[src/rtl/alu_pkg.sv]
// Shared opcode constants, FSM encoding, flag indices and the single-cycle
// ALU evaluation used by alu_exec.
package alu_pkg;

  localparam logic [3:0] OP_ADD = 4'd0;
  localparam logic [3:0] OP_SUB = 4'd1;
  localparam logic [3:0] OP_AND = 4'd2;
  localparam logic [3:0] OP_OR  = 4'd3;
  localparam logic [3:0] OP_XOR = 4'd4;
  localparam logic [3:0] OP_NOT = 4'd5;
  localparam logic [3:0] OP_SHL = 4'd6;
  localparam logic [3:0] OP_SHR = 4'd7;
  localparam logic [3:0] OP_MUL = 4'd8;
  localparam logic [3:0] OP_CMP = 4'd9;

  localparam int FLAG_ZERO  = 0;
  localparam int FLAG_CARRY = 1;
  localparam int FLAG_OVF   = 2;
  localparam int FLAG_ERR   = 3;

  typedef enum logic [1:0] {
    ST_IDLE = 2'd0,
    ST_EXEC = 2'd1,
    ST_MUL  = 2'd2,
    ST_DONE = 2'd3
  } state_e;

  typedef struct packed {
    logic [3:0] result;
    logic [3:0] flags;
    logic       wb;
  } exec_res_t;

  function automatic exec_res_t alu_compute(input logic [3:0] op,
                                            input logic [3:0] a,
                                            input logic [3:0] b);
    exec_res_t  r;
    logic [4:0] wide;
    logic [1:0] sh;
    r    = '0;
    r.wb = 1'b1;
    wide = '0;
    sh   = b[1:0];
    case (op)
      OP_ADD: begin
        wide = {1'b0, a} + {1'b0, b};
        r.result = wide[3:0];
        r.flags[FLAG_CARRY] = wide[4];
        r.flags[FLAG_OVF]   = (a[3] == b[3]) && (wide[3] != a[3]);
      end
      OP_SUB, OP_CMP: begin
        // Bit 4 of the widened difference is the borrow (A < B unsigned).
        wide = {1'b0, a} - {1'b0, b};
        r.result = wide[3:0];
        r.flags[FLAG_CARRY] = wide[4];
        r.flags[FLAG_OVF]   = (a[3] != b[3]) && (wide[3] != a[3]);
        r.wb = (op == OP_SUB);
      end
      OP_AND: r.result = a & b;
      OP_OR:  r.result = a | b;
      OP_XOR: r.result = a ^ b;
      OP_NOT: r.result = ~a;
      OP_SHL: begin
        r.result = a << sh;
        case (sh)
          2'd0:    r.flags[FLAG_CARRY] = 1'b0;
          2'd1:    r.flags[FLAG_CARRY] = a[3];
          2'd2:    r.flags[FLAG_CARRY] = a[2];
          default: r.flags[FLAG_CARRY] = a[1];
        endcase
      end
      OP_SHR: begin
        r.result = a >> sh;
        case (sh)
          2'd0:    r.flags[FLAG_CARRY] = 1'b0;
          2'd1:    r.flags[FLAG_CARRY] = a[0];
          2'd2:    r.flags[FLAG_CARRY] = a[1];
          default: r.flags[FLAG_CARRY] = a[2];
        endcase
      end
      OP_MUL: ; // product is produced by alu_mul_iter, never evaluated here
      default: begin
        r.result          = '0;
        r.flags[FLAG_ERR] = 1'b1;
        r.wb              = 1'b0;
      end
    endcase
    r.flags[FLAG_ZERO] = (r.result == 4'd0) && !r.flags[FLAG_ERR];
    return r;
  endfunction

endpackage

[src/rtl/alu_mul_iter.sv]
// Iterative 4x4 unsigned shift-add multiplier: one multiplier bit per step,
// LSB first; product/done reflect the value after the step in progress.
module alu_mul_iter
  import alu_pkg::*;
(
  input  logic       clk,
  input  logic       rst,
  input  logic       load,
  input  logic       step,
  input  logic [3:0] a,
  input  logic [3:0] b,
  output logic [7:0] product,
  output logic       done
);

  logic [7:0] acc_q, acc_d;
  logic [7:0] mcand_q, mcand_d;
  logic [3:0] mplier_q, mplier_d;
  logic [1:0] cnt_q, cnt_d;
  logic [7:0] partial;

  assign partial = mplier_q[0] ? mcand_q : 8'd0;
  assign product = acc_q + partial;
  assign done    = step && (cnt_q == 2'd3);

  // NOTE: every always_comb output gets a default first so no latch is inferred.
  always_comb begin
    acc_d    = acc_q;
    mcand_d  = mcand_q;
    mplier_d = mplier_q;
    cnt_d    = cnt_q;
    if (load) begin
      acc_d    = '0;
      mcand_d  = {4'd0, a};
      mplier_d = b;
      cnt_d    = '0;
    end else if (step) begin
      acc_d    = product;
      mcand_d  = mcand_q << 1;
      mplier_d = mplier_q >> 1;
      cnt_d    = cnt_q + 2'd1;
    end
  end

  // NOTE: sequential state uses non-blocking assignments so all flops sample pre-edge values.
  always_ff @(posedge clk) begin
    if (!rst) begin
      acc_q    <= '0;
      mcand_q  <= '0;
      mplier_q <= '0;
      cnt_q    <= '0;
    end else begin
      acc_q    <= acc_d;
      mcand_q  <= mcand_d;
      mplier_q <= mplier_d;
      cnt_q    <= cnt_d;
    end
  end

endmodule

[src/rtl/alu_exec.sv]
// Multi-cycle ALU execute stage with registered results and register-file
// write-back strobe; MUL runs through the iterative multiplier.
module alu_exec
  import alu_pkg::*;
(
  input  logic       clk,
  input  logic       rst,
  input  logic       start,
  input  logic [3:0] alu_op,
  input  logic [3:0] rd_reg1,
  input  logic [3:0] rd_reg2,
  input  logic       dest,
  output logic       busy,
  output logic       done,
  output logic [3:0] result,
  output logic [3:0] result_hi,
  output logic [3:0] flags,
  output logic       wb_en,
  output logic       wb_addr,
  output logic [3:0] wb_data
);

  state_e     state_q, state_d;
  logic [3:0] op_q, op_d, a_q, a_d, b_q, b_d;
  logic       dest_q, dest_d;
  logic       busy_q, busy_d, done_q, done_d, wb_en_q, wb_en_d, wb_addr_q, wb_addr_d;
  logic [3:0] result_q, result_d, result_hi_q, result_hi_d, flags_q, flags_d;
  logic       mul_load, mul_step, mul_done;
  logic [7:0] mul_product;
  exec_res_t  ex;

  assign ex = alu_compute(op_q, a_q, b_q);

  alu_mul_iter u_mul (
    .clk     (clk),
    .rst     (rst),
    .load    (mul_load),
    .step    (mul_step),
    .a       (rd_reg1),
    .b       (rd_reg2),
    .product (mul_product),
    .done    (mul_done)
  );

  always_comb begin
    state_d     = state_q;
    op_d        = op_q;
    a_d         = a_q;
    b_d         = b_q;
    dest_d      = dest_q;
    result_d    = result_q;
    result_hi_d = result_hi_q;
    flags_d     = flags_q;
    wb_addr_d   = wb_addr_q;
    wb_en_d     = 1'b0;
    mul_load    = 1'b0;
    mul_step    = 1'b0;
    case (state_q)
      ST_IDLE: begin
        if (start) begin
          op_d   = alu_op;
          a_d    = rd_reg1;
          b_d    = rd_reg2;
          dest_d = dest;
          if (alu_op == OP_MUL) begin
            state_d  = ST_MUL;
            mul_load = 1'b1;
          end else begin
            state_d = ST_EXEC;
          end
        end
      end
      ST_EXEC: begin
        state_d     = ST_DONE;
        result_d    = ex.result;
        result_hi_d = '0;
        flags_d     = ex.flags;
        wb_en_d     = ex.wb;
        wb_addr_d   = dest_q;
      end
      ST_MUL: begin
        mul_step = 1'b1;
        if (mul_done) begin
          state_d                 = ST_DONE;
          {result_hi_d, result_d} = mul_product;
          flags_d                 = '0;
          flags_d[FLAG_CARRY]     = (mul_product[7:4] != 4'd0);
          flags_d[FLAG_ZERO]      = (mul_product == 8'd0);
          wb_en_d                 = 1'b1;
          wb_addr_d               = dest_q;
        end
      end
      default: state_d = ST_IDLE;
    endcase
    // Status outputs are registered copies of the state being entered.
    busy_d = (state_d == ST_EXEC) || (state_d == ST_MUL);
    done_d = (state_d == ST_DONE);
  end

  always_ff @(posedge clk) begin
    if (!rst) begin
      state_q     <= ST_IDLE;
      op_q        <= '0;
      a_q         <= '0;
      b_q         <= '0;
      dest_q      <= 1'b0;
      busy_q      <= 1'b0;
      done_q      <= 1'b0;
      wb_en_q     <= 1'b0;
      wb_addr_q   <= 1'b0;
      result_q    <= '0;
      result_hi_q <= '0;
      flags_q     <= '0;
    end else begin
      state_q     <= state_d;
      op_q        <= op_d;
      a_q         <= a_d;
      b_q         <= b_d;
      dest_q      <= dest_d;
      busy_q      <= busy_d;
      done_q      <= done_d;
      wb_en_q     <= wb_en_d;
      wb_addr_q   <= wb_addr_d;
      result_q    <= result_d;
      result_hi_q <= result_hi_d;
      flags_q     <= flags_d;
    end
  end

  assign busy      = busy_q;
  assign done      = done_q;
  assign result    = result_q;
  assign result_hi = result_hi_q;
  assign flags     = flags_q;
  assign wb_en     = wb_en_q;
  assign wb_addr   = wb_addr_q;
  assign wb_data   = result_q;

endmodule

[config.mk]
export PLATFORM = sky130hd
export DESIGN_NAME = alu_exec
export DESIGN_NICKNAME = d
export VERILOG_FILES = /design/src/rtl/alu_pkg.sv /design/src/rtl/alu_mul_iter.sv /design/src/rtl/alu_exec.sv
export SDC_FILE = /design/constraint.sdc
export NUM_CORES = 1
export LEC_CHECK = 0
export ABC_AREA = 1
export CAP_MARGIN = 20
export CORE_ASPECT_RATIO = 0.9
export CORE_MARGIN = 2
export CORE_UTILIZATION = 55
export CTS_BUF_LIST = sky130_fd_sc_hd__clkbuf_8
export DETAILED_ROUTE_END_ITERATION = 8
export PLACE_DENSITY = 0.76
export SKIP_LAST_GASP = 1
export SLEW_MARGIN = 10
export SYNTH_ARGS = -nofsm -noshare
export SYNTH_HDL_FRONTEND = slang
export SYNTH_SLANG_ARGS = --single-unit
export TNS_END_PERCENT = 10
[constraint.sdc]
create_clock -name clk -period 3.85 [get_ports clk]
set_input_delay 0.5775 -clock clk [delete_from_list [all_inputs] [get_ports clk]]
set_output_delay 0.5775 -clock clk [all_outputs]
set_load 0.05 [all_outputs]
# --- After elaboration in Yosys (flattened, before gate mapping) ---
# Cells that the tools add are included.
# Widths: inputs -> output; s select.
totals:
  register_bits: 53
  output_inout_bits: 20
  elab_cells: 100
classes:
  add_sub_neg: 4
  eq_ne: 23
  shifts: 2
  n_mux: 30
  n_bitwise: 5
  reduce_logical: 19
ops:
  columns: ["cell", "count"]
  rows:
  - ["$pmux 4 s8", 1]
  - ["$mux 4", 7]
  - ["$pmux 4 s2", 3]
  - ["$eq 4x3->1 const B", 4]
  - ["$eq 4x4->1 const B", 3]
  - ["$eq 2x2->1 const B", 5]
  - ["$reduce_or 10->1", 1]
  - ["$add 8x8->8", 1]
  - ["$eq 4x2->1 const B", 2]
  - ["$logic_not 4->1", 2]
  - ["$logic_not 8->1", 1]
  - ["$mux 8", 1]
  - ["$pmux 1 s2", 4]
  - ["$reduce_or 8->1", 1]
  - ["$mux 1", 7]
  - ["$eq 2x1->1 const B", 3]
  - ["$mux 2", 3]
  - ["$pmux 1 s3", 2]
  - ["$pmux 2 s3", 1]
  - ["$add 4x4->5", 1]
  - ["$sub 4x4->5", 1]
  - ["$and 4x4->4", 1]
  - ["$eq 4x1->1 const B", 1]
  - ["$logic_and 1x1->1", 4]
  - ["17 further kinds", 23]

# --- Logic depth before layout (Yosys ltp) ---
# Gate-level depths: netlist of run 1.
logic_depth:
  ltp_word: 7
  depth_mapped: 16

# --- Modules after synthesis ---
# Synthesis of run 1 repeated with hierarchy kept, for this count alone.
hier_totals:
  hier_cells: 525
  hier_area_um2: 3513.4
modules_own_cells:
  columns: ["module", "instances", "cells_each", "area_each_um2"]
  rows:
  - ["alu_exec", 1, 339, 2177.1]
  - ["alu_mul_iter", 1, 186, 1336.3]

# --- Least setup slack after synthesis of run 1 ---
# Ideal clock, no wire load.
synth_timing:
  kind: "reg2reg"
  startpoint: "register u_mul.mplier_q[0]"
  endpoint: "register flags_q[0], in the netlist flags[0]"
  setup_time_ns: 0.109
  arrival_time_ns: 1.749
  setup_slack_ns: 1.992
  path_stages_with_launch: 14
  path_buffers: 1
  period_less_slack_ns: 1.858
  path_cell_list: "dfxtp_1 buf_2 nand2_1 inv_1 ha_1 fa_1 nand3_1 nand2_1 xor2_1 nor2_1 nand3_1 nand3_1 nand2_1 inv_1"
synth_between:
  elab_chain_len: 5
synth_rtl:
  columns: ["element", "line", "text"]
  rows:
  - ["from (decl)", "alu_mul_iter.sv:18", "logic [3:0] mplier_q, mplier_d;"]
  - ["from (signal assigned)", "alu_mul_iter.sv:55", "mplier_q <= mplier_d;"]
  - ["$mux 8", "alu_mul_iter.sv:22", "assign partial = mplier_q[0] ? mcand_q : 8'd0;"]
  - ["$add 8x8->8", "alu_mul_iter.sv:23", "assign product = acc_q + partial;"]
  - ["$logic_not 8->1", "alu_exec.sv:88", "flags_d[FLAG_ZERO] = (mul_product == 8'd0);"]
  - ["$mux 4", "alu_exec.sv:83", "if (mul_done) begin"]
  - ["$pmux 4 s2", "alu_exec.sv:58", "case (state_q)"]
  - ["to (signal assigned)", "alu_exec.sv:126", "flags_q <= flags_d;"]
  - ["to (decl)", "alu_exec.sv:27", "logic [3:0] result_q, result_d, result_hi_q, result_hi_d, flags_q, flags_d;"]
# No other way between the ends. The select of a mux whose other input is x is not followed.
# A chain may end at the register's enable or synchronous reset.

# --- Final worst setup path of run 1 ---
layout_timing:
  startpoint: "register state_q[0]"
  endpoint: "register flags_q[0], in the netlist flags[0]"
layout_between:
  elab_chain_len: 5
  word_cells_on_any_way: 8
layout_rtl:
  columns: ["element", "line", "text"]
  rows:
  - ["from (decl)", "alu_exec.sv:23", "state_e state_q, state_d;"]
  - ["from (signal assigned)", "alu_exec.sv:115", "state_q <= state_d;"]
  - ["$eq 2x2->1", "alu_exec.sv:58", null]
  - ["$mux 1", "alu_exec.sv:58", null]
  - ["$logic_and 1x1->1", "alu_mul_iter.sv:24", "assign done = step && (cnt_q == 2'd3);"]
  - ["$ne 2x2->1 (no source line)", null, null]
  - ["$reduce_and 2->1 (no source line)", null, null]
# Several ways; a longest one is shown, not always the timed one.

==> impl_metrics.yaml, run 1 <==
routing:
  firstDrtPassIters: 5
  vias: 3218
  routed-wl-met2_um: 3490
  antenna_left: 0
  m1WireLength_um: 3990
  dr_wl_met3_um: 531
  totalWireLength_um: 8140
  drt-initial-drc-count: 267
  avgViaCountPerCell: 5.53
  highest_layer: "met4"
  drc_errors: 0
  wl_per_cell_um: 14.0
setup_path:
  r2r_start: "state_q[0]"
  cp_common_cell: "inv_1"
  slowest_delay_ns: 0.55
  reg2reg_to: "flags[0]"
  crit_arrival_ns: 2.58
  cp.required_ns: 4.07
  crit_path_cell_trace: "inv_1, ha_1, nor2_1, nor2_2, inv_1, o21ai_0, inv_1, nand2_1, inv_1"
  path_buf_inv: 4
  cp_num_cells: 9
  cp-startpoint: "state_q[0]"
  slowest_stage: "ha_1"
  cp_top_family: "simple AND/OR/NAND/NOR gates"
  crit_path_end_kind: "register"
  cp-start-kind: "register"
  reg2reg_depth: 9
  cp_max_fo: 16
  r2r_slack_ns: 1.50
  timing_worst_setup_path_type: "register to register"
  cp-endpoint: "flags[0]"
die:
  floorplan.rows: 26
  die_height_um: 78.0
  start_util_pct: 57.7
  core_um2: 5790
  ioPinCount: 36
  dieArea_um2: 6720
  die_width_um: 86.2
place:
  dp.final_hpwl_um: 6260
  placed_cells: 574
  gp_congestion: 0.942
  io_buffers: 35
final_layout:
  regArea_um2: 1060
  final_cell_mix: "nand2_1, nand3_1, dfxtp_1, a21oi_1, inv_1"
  areaGrowthSynthToFinish_pct: 13.1
  diodes: 0
  drive_gt1_share_pct: 6.25
  layout_commonest_cell: "nand2_1"
  instances_no_fill: 582
  multi_input_area_um2: 1970
  nNetsFinal: 556
  num-fill-cells: 535
yosys:
  syn-mean-instance-area_um2: 6.85
  yosys.area.top_type: "dfxtp_1"
  synth_edf_count: 0
  synthFlopType: "dfxtp_1"
  async_flop_share_pct: 0
  syn_inst: 488
  yosys_warnings: 0
  synth-seq-cells: 53
  ys_seq_area_share_pct: 31.7
  ys_types: 30
  netlist.area_leader.share_pct: 31.7
  synth.top_cells.by_area: "dfxtp_1, nand2_1, ha_1"
  syn-cell-area_um2: 3340
  syn_nets: 533
global_route:
  antenna_found_initial: 0
  track_usage_pct: 25.7
  grt_max_degree: 29
  overflow: 0
  grt_first_pass_wirelength_um: 13800
  grt_pass1_vias: 2917
timing:
  period_minus_slack_ns: 2.35
  setup_tns_ns: 0
  finalCritPeriodShare_pct: 61.1
  fmaxAchievable_mhz: 425
  grt_setup_unrepaired: "false"
  maxSlewViolCount: 0
  relSlewSlack_pct: 40.6
  tightest_slew_ns: 0.888
  fin_skew_ns: 0.0118
  finalHoldViolations: 0
  setup_violations: 0
clocking:
  clk_pin_slew_ns: 0.11
  cts_tree: "yes"
  cts_buffers: 5
  clk_latency_ns: 0.31
  cts_buffer_depth: 2
  root_buffer: "clkbuf_8"
  cts_hold_buf: 0
  cts_sinks: 53
  postCtsSetupBuffers: 0
  htree_levels: 2
  cts_resized: 0
power_and_ir_drop:
  powerDensity_nw_per_um2: 640
  vdd_ir_drop_max_mv: 0.397
  power.leakage_nw: 1.74
hold_path:
  hp-start: "u_mul.mcand_q[7]"
  hold_class: "register to register"
job:
  drv_cap: 0
run_status:
  outcome: "finished, final reports clean"
## Yosys cell counts, types with 2 or more instances
master    instances
a21oi_1          48
nand3_1          57
and2_1            2
clkbuf_1         10
a21o_1            2
a31oi_1           9
inv_2             8
dfxtp_1          53
o21ai_0          31
xor2_1            5
ha_1             26
nor2_1           29
nand2_1         116
nand2_2           2
nand3b_1          4
nand4_1           4
inv_1            46
buf_2             3
nand2_4           2
nor2_2            8
buf_4             7
nor3_1            2
xnor2_1           2
o21ai_1           4
fa_1              3
## kinds of logic (layout without fill, tap and decap cells)
family | count (synthesis) | after routing | share of synthesized area, %
adder cells (fa/ha/maj) | 29 | 29 | 11.5
flip-flops | 53 | 53 | 31.7
AND/OR/NAND/NOR | 231 | 231 | 31.1
XOR/XNOR | 7 | 7 | 1.83
AO/OA/AOI/OAI | 94 | 94 | 14.6
buffers and inverters | 74 | 98 | 9.21
## per-stage QoR
stage	setup slack (ns)	cell area, µm²	utilization, %	total power, W	hold slack, ns
after floorplan	1.99	3340	-	0.00176	0.440
after global placement	1.47	3680	63.6	0.00206	0.450
after detailed placement	1.45	3680	63.6	0.00208	0.455
after CTS	1.54	3780	65.3	0.00242	0.472
after global routing	1.22	3780	65.3	0.00262	0.506
final	1.50	3780	65.3	0.00242	0.470
## report_power, final
part	leakage, nW	switching [W]	internal, W	total (W)
logic	1.25	0.000899	0.000424	0.00132
registers	0.432	0.000106	0.000658	0.000764
clock network	0.0506	0.000198	0.000136	0.000334
## sequential cells by signal, indices dropped and copies added (netlist names), 2 cells and up
register	count
u_mul.cnt_q	2
result	4
u_mul.acc_q	8
result_hi	4
a_q	4
u_mul.mcand_q	8
flags	4
op_q	4
b_q	4
u_mul.mplier_q	4
state_q	2
## worst reg2reg max path, cell delays in order, from the launching register on
cell,delay (ns)
dfxtp_1,0.35
inv_1,0.12
ha_1,0.55
nor2_1,0.24
nor2_2,0.36
inv_1,0.28
o21ai_0,0.21
inv_1,0.07
nand2_1,0.06
inv_1,0.03
## how the worst min path moves through the flow
| stage | slack, ns | to | cells past startpoint |
|---|---|---|---|
| 2_1_floorplan | 0.44 | u_mul.mcand_q[7] | 2 |
| 3_3_place_gp | 0.45 | u_mul.mcand_q[7] | 2 |
| 3_5_place_dp | 0.46 | u_mul.mcand_q[7] | 2 |
| 4_1_cts | 0.47 | u_mul.mcand_q[7] | 2 |
| 5_1_grt | 0.51 | result_hi[0] | 2 |
| 6_report | 0.47 | u_mul.mcand_q[7] | 2 |
## cell type report
cell class              count  share of cell area, %
clock inverters             3                  0.761
well taps                  70                   2.32
multi-input cells         361                   52.2
inverters                  54                   5.36
clock buffers               5                   1.82
flip-flops and latches     53                   28.1
repair buffers             36                   9.46
## layer usage
metal | GRT usage (%) | vias to the layer above
met1 | 38.3 | 1448
met5 | 0 | -
met2 | 38.5 | 121
li1 | - | 1636
met4 | 7.19 | 0
met3 | 3.62 | 13
(Power assumes the default switching activity.)
==> run 2, diff against run 1 <==
Settings changed: CORE_UTILIZATION 55 to 53, PLACE_DENSITY 0.76 to 0.77.
Clock period 3.85 ns to 2.08 ns, I/O delays scaled along.
==> run 2 against run 1 <==
Routed wire length up 3.6%. Sequential power up 79%. Critical path type unchanged. Largest power group unchanged. Worst hold slack worse by 0.0031 ns. Die area up 3.6%.
==> impl_metrics.yaml, run 2 (synthesized netlist as in run 1, its figures left out) <==
run_status:
  outcome: "finished, final reports clean"
hold_path:
  hp-start: "u_mul.mplier_q[3]"
  hold_class: "register to register"
setup_path:
  crit_arrival_ns: 2.19
  slowest_delay_ns: 0.43
  slowest_stage: "fa_1"
  cp_max_fo: 9
  cp-startpoint: "u_mul.mplier_q[0]"
  crit_path_cell_trace: "nand2_1, inv_1, ha_1, fa_1, nand3_1, nand2_1, xor2_1, nor2_1, nand3_1, nand3_1, nand2_1, inv_1"
  cp.required_ns: 2.31
  cp-start-kind: "register"
  cp_top_family: "adder cells"
  crit_path_end_kind: "register"
  path_buf_inv: 2
  timing_worst_setup_path_type: "register to register"
  r2r_start: "u_mul.mplier_q[0]"
final_layout:
  diodes: 0
  reg_top3: "u_mul.acc_q (8), u_mul.mcand_q (8)"
  drive_gt1_share_pct: 9.64
  utilization_pct: 64.3
  layout_commonest_cell: "nand2_1"
  final_cell_mix: "nand2_1, nand3_1, dfxtp_1, a21oi_1, inv_1"
  areaGrowthSynthToFinish_pct: 17.6
  nNetsFinal: 573
job:
  drv_cap: 0
timing:
  relSlewSlack_pct: 65.3
  fin_skew_ns: 0.00542
  finalCritPeriodShare_pct: 94.3
  fmaxAchievable_mhz: 510
  maxSlewViolCount: 0
  setup_violations: 0
  finalHoldViolations: 0
  grt_setup_unrepaired: "true"
  tightest_slew_ns: 0.518
  setup_tns_ns: 0
  period_minus_slack_ns: 1.96
global_route:
  antenna_found_initial: 0
  grt_first_pass_wirelength_um: 14200
  grt_pass1_vias: 3046
  overflow: 0
  track_usage_pct: 25.7
  grt_max_degree: 20
clocking:
  cts_buffers: 5
  postCtsSetupBuffers: 0
  root_buffer: "clkbuf_8"
  cts_buffer_depth: 2
  cts_tree: "yes"
  cts_sinks: 53
  htree_levels: 2
  cts_hold_buf: 0
  clk_pin_slew_ns: 0.10
  clk_latency_ns: 0.32
die:
  dieArea_um2: 6960
  die_height_um: 79.3
  core_um2: 6110
  ioPinCount: 36
  die_width_um: 87.7
  floorplan.rows: 27
  start_util_pct: 54.7
power_and_ir_drop:
  power_frac_comb_pct: 56.7
  p_int_w: 0.00239
  powerDensity_nw_per_um2: 1180
  vdd_ir_drop_max_mv: 0.739
  p_clk_share_pct: 13.7
  switching_share_pct: 48.7
  p_sw_w: 0.00227
  p_seq_share_pct: 29.6
  power.leakage_nw: 1.81
place:
  io_buffers: 35
  dp.final_hpwl_um: 6600
  gp_congestion: 0.961
routing:
  avgViaCountPerCell: 5.41
  drc_errors: 0
  vias: 3331
  drt-initial-drc-count: 218
  totalWireLength_um: 8430
  firstDrtPassIters: 5
  wl_per_cell_um: 13.7
  antenna_left: 0
run 2: final timing paths:
| path | cells after the start | slack [ns] | to |
|---|---|---|---|
| setup / recovery | 12 | 0.12 | flags[0] |
| hold / removal | 2 | 0.47 | u_mul.mplier_q[3] |
| setup reg to reg | 12 | 0.12 | flags[0] |
| hold reg to reg | 2 | 0.47 | u_mul.mplier_q[3] |
run 2: worst min-delay path: cells and delay by family, from the launching register on:
family           cells  cell delay, ns
flip-flops           1            0.32
AND/OR/NAND/NOR      1            0.06
AO/OA/AOI/OAI        1            0.05
run 2: layer usage:
layer | part of all wire [%] | track usage [%]
met5 | 0 | 0
met3 | 6.7 | 4.05
met4 | 2.0 | 9.08
met2 | 42 | 37.3
met1 | 49 | 38.1
run 2: power groups by stage:
| stage | Combinational, W | Clock [W] | Sequential, W |
|---|---|---|---|
| 2_1_floorplan | 0.00158 | 0 | 0.00168 |
| 3_3_place_gp | 0.00256 | 0 | 0.00139 |
| 3_5_place_dp | 0.00260 | 0 | 0.00140 |
| 4_1_cts | 0.00261 | 0.000652 | 0.00137 |
| 5_1_grt | 0.00292 | 0.000683 | 0.00140 |
| 6_report | 0.00264 | 0.000639 | 0.00137 |
run 2: metrics by stage:
| step | total power, W | setup slack (ns) | std cells | hold slack (ns) | area (µm²) |
|---|---|---|---|---|---|
| 6_report | 0.00465 | 0.118 | 616 | 0.467 | 3930 |
| 5_1_grt | 0.00501 | -0.0233 | 616 | 0.479 | 3930 |
| 4_1_cts | 0.00464 | 0.0826 | 616 | 0.470 | 3930 |
| 3_5_place_dp | 0.00399 | 0.117 | 608 | 0.454 | 3830 |
| 3_3_place_gp | 0.00394 | 0.156 | 608 | 0.451 | 3830 |
| 2_1_floorplan | 0.00326 | 0.222 | 488 | 0.440 | 3340 |
run 2: cell type report:
cell class,count,area (µm²)
sequential,53,1060
tap,87,109
timing repair buffer,53,485
inverter,54,203
clock inverter,2,16.3
clock buffer,6,82.6
fill,545,2180
multi-input combinational,361,1970
run 2: repair_timing:
item                                    4_1_cts  5_1_grt
hold endpoints to repair                      0        0
endpoints found under the setup margin        0        3
resized for setup                             0        2
==> run 3, diff against run 2 <==
Settings changed: REMOVE_ABC_BUFFERS set to 1.
==> run 3 against run 2 <==
Power grew 3.9%. Non-clock buffer count increased by 5. Die area unchanged. Sequential power about the same. Design area up 4.3%. Worst hold slack improved by 0.0066 ns. Largest cell class unchanged. Flip-flop and latch count unchanged.
==> impl_metrics.yaml, run 3 (synthesized netlist as in run 1, its figures left out) <==
die:
  start_util_pct: 54.7
  dieArea_um2: 6960
  floorplan.rows: 27
  die_height_um: 79.3
  die_width_um: 87.7
  core_um2: 6110
  ioPinCount: 36
timing:
  period_minus_slack_ns: 1.97
  setup_violations: 0
  tightest_slew_ns: 0.508
  finalHoldViolations: 0
  fin_skew_ns: 0.0156
  maxSlewViolCount: 0
  finalCritPeriodShare_pct: 94.9
  fin_hold_ws_ns: 0.474
  relSlewSlack_pct: 66.0
  fmaxAchievable_mhz: 506
clocking:
  clk_pin_slew_ns: 0.10
  cts_tree: "yes"
  cts_sinks: 53
  root_buffer: "clkbuf_8"
  cts_buffers: 5
  htree_levels: 2
  cts_buffer_depth: 2
  clk_latency_ns: 0.32
place:
  gp_congestion: 0.947
  place_area_um2: 3850
  placed_cells: 609
  dp.final_hpwl_um: 6570
  io_buffers: 35
final_layout:
  regArea_um2: 1070
  instances_no_fill: 621
  num-fill-cells: 520
  final_cell_mix: "nand2_1, nand3_1, dfxtp_1, a21oi_1, inv_1"
  diodes: 0
  utilization_pct: 67.1
  nNetsFinal: 578
  drive_gt1_share_pct: 14.4
  fin_area_um2: 4100
  reg_top3: "u_mul.acc_q (8), u_mul.mcand_q (8)"
  areaGrowthSynthToFinish_pct: 22.6
  multi_input_area_um2: 2060
  layout_commonest_cell: "nand2_1"
routing:
  wl_per_cell_um: 13.7
  avgViaCountPerCell: 5.41
  drc_errors: 0
  firstDrtPassIters: 5
  drt-initial-drc-count: 290
  antenna_left: 0
  vias: 3362
  totalWireLength_um: 8530
run_status:
  outcome: "finished, final reports clean"
power_and_ir_drop:
  power.leakage_nw: 1.84
  powerDensity_nw_per_um2: 1180
  vdd_ir_drop_max_mv: 1.04
global_route:
  grt_pass1_vias: 3061
  overflow: 0
  antenna_found_initial: 0
  grt_max_degree: 29
  grt_first_pass_wirelength_um: 14100
  track_usage_pct: 25.6
setup_path:
  crit_arrival_ns: 2.24
  cp-start-kind: "register"
  cp_max_fo: 6
  timing_worst_setup_path_type: "register to register"
  cp.required_ns: 2.35
  r2r_slack_ns: 0.11
  crit_path_end_kind: "register"
hold_path:
  hold_class: "register to register"
job:
  drv_cap: 0
## run 3: area by class of cell
class                      instances  area share (%)
clock buffer                       5            1.68
clock inverter                     3            1.22
inverter                          54            4.94
multi-input combinational        361            50.2
sequential                        53            26.2
tap                               87            2.65
timing repair buffer              58            13.2
## run 3: metrics by stage
stage / setup slack (ns) / TNS, ns / total power (W)
after floorplan: 0.0118 / 0 / 0.00314
after global placement: 0.0463 / 0 / 0.00396
after detailed placement: 0.0307 / 0 / 0.00400
after CTS: 0.00460 / 0 / 0.00475
after global routing: -0.0249 / -0.0341 / 0.00520
final: 0.106 / 0 / 0.00483
## run 3: final timing paths
path / from / depth (start not counted) / end
setup reg to reg: u_mul.mplier_q[0] / 13 / flags[0]
hold / removal: u_mul.cnt_q[1] / 2 / u_mul.cnt_q[1]
hold reg to reg: u_mul.cnt_q[1] / 2 / u_mul.cnt_q[1]
setup / recovery: u_mul.mplier_q[0] / 13 / flags[0]
## run 3: where the power goes
group          total [W]  switching, W  internal (W)
clock network   0.000749      0.000380      0.000369
registers        0.00139      0.000164       0.00122
logic            0.00270       0.00175      0.000950
## run 3: critical path, cell delays in order (launching register included)
cell and delay (ns):
dfxtp_4 0.38, buf_6 0.13, nand2_2 0.07, inv_2 0.04, ha_4 0.15, fa_2 0.39, nand3_1 0.08, nand2_1 0.09
xor2_2 0.20, nor2_2 0.13, nand3_1 0.10, nand3_1 0.08, nand2_1 0.05, inv_1 0.04
## run 3: per-layer routing
metal | wire, µm | vias to the layer above | track usage, %
li1 | - | 1683 | -
met1 | 4180 | 1530 | 38.0
met2 | 3640 | 138 | 38.4
met3 | 623 | 11 | 4.47
met4 | 89 | 0 | 5.85
met5 | 0 | - | 0
## run 3: what timing repair did
action / 4_1_cts / 5_1_grt
hold buffers: 0 / 0
gates resized for setup: 0 / 33
endpoints found under the setup margin: 0 / 7
buffers inserted: 0 / 4
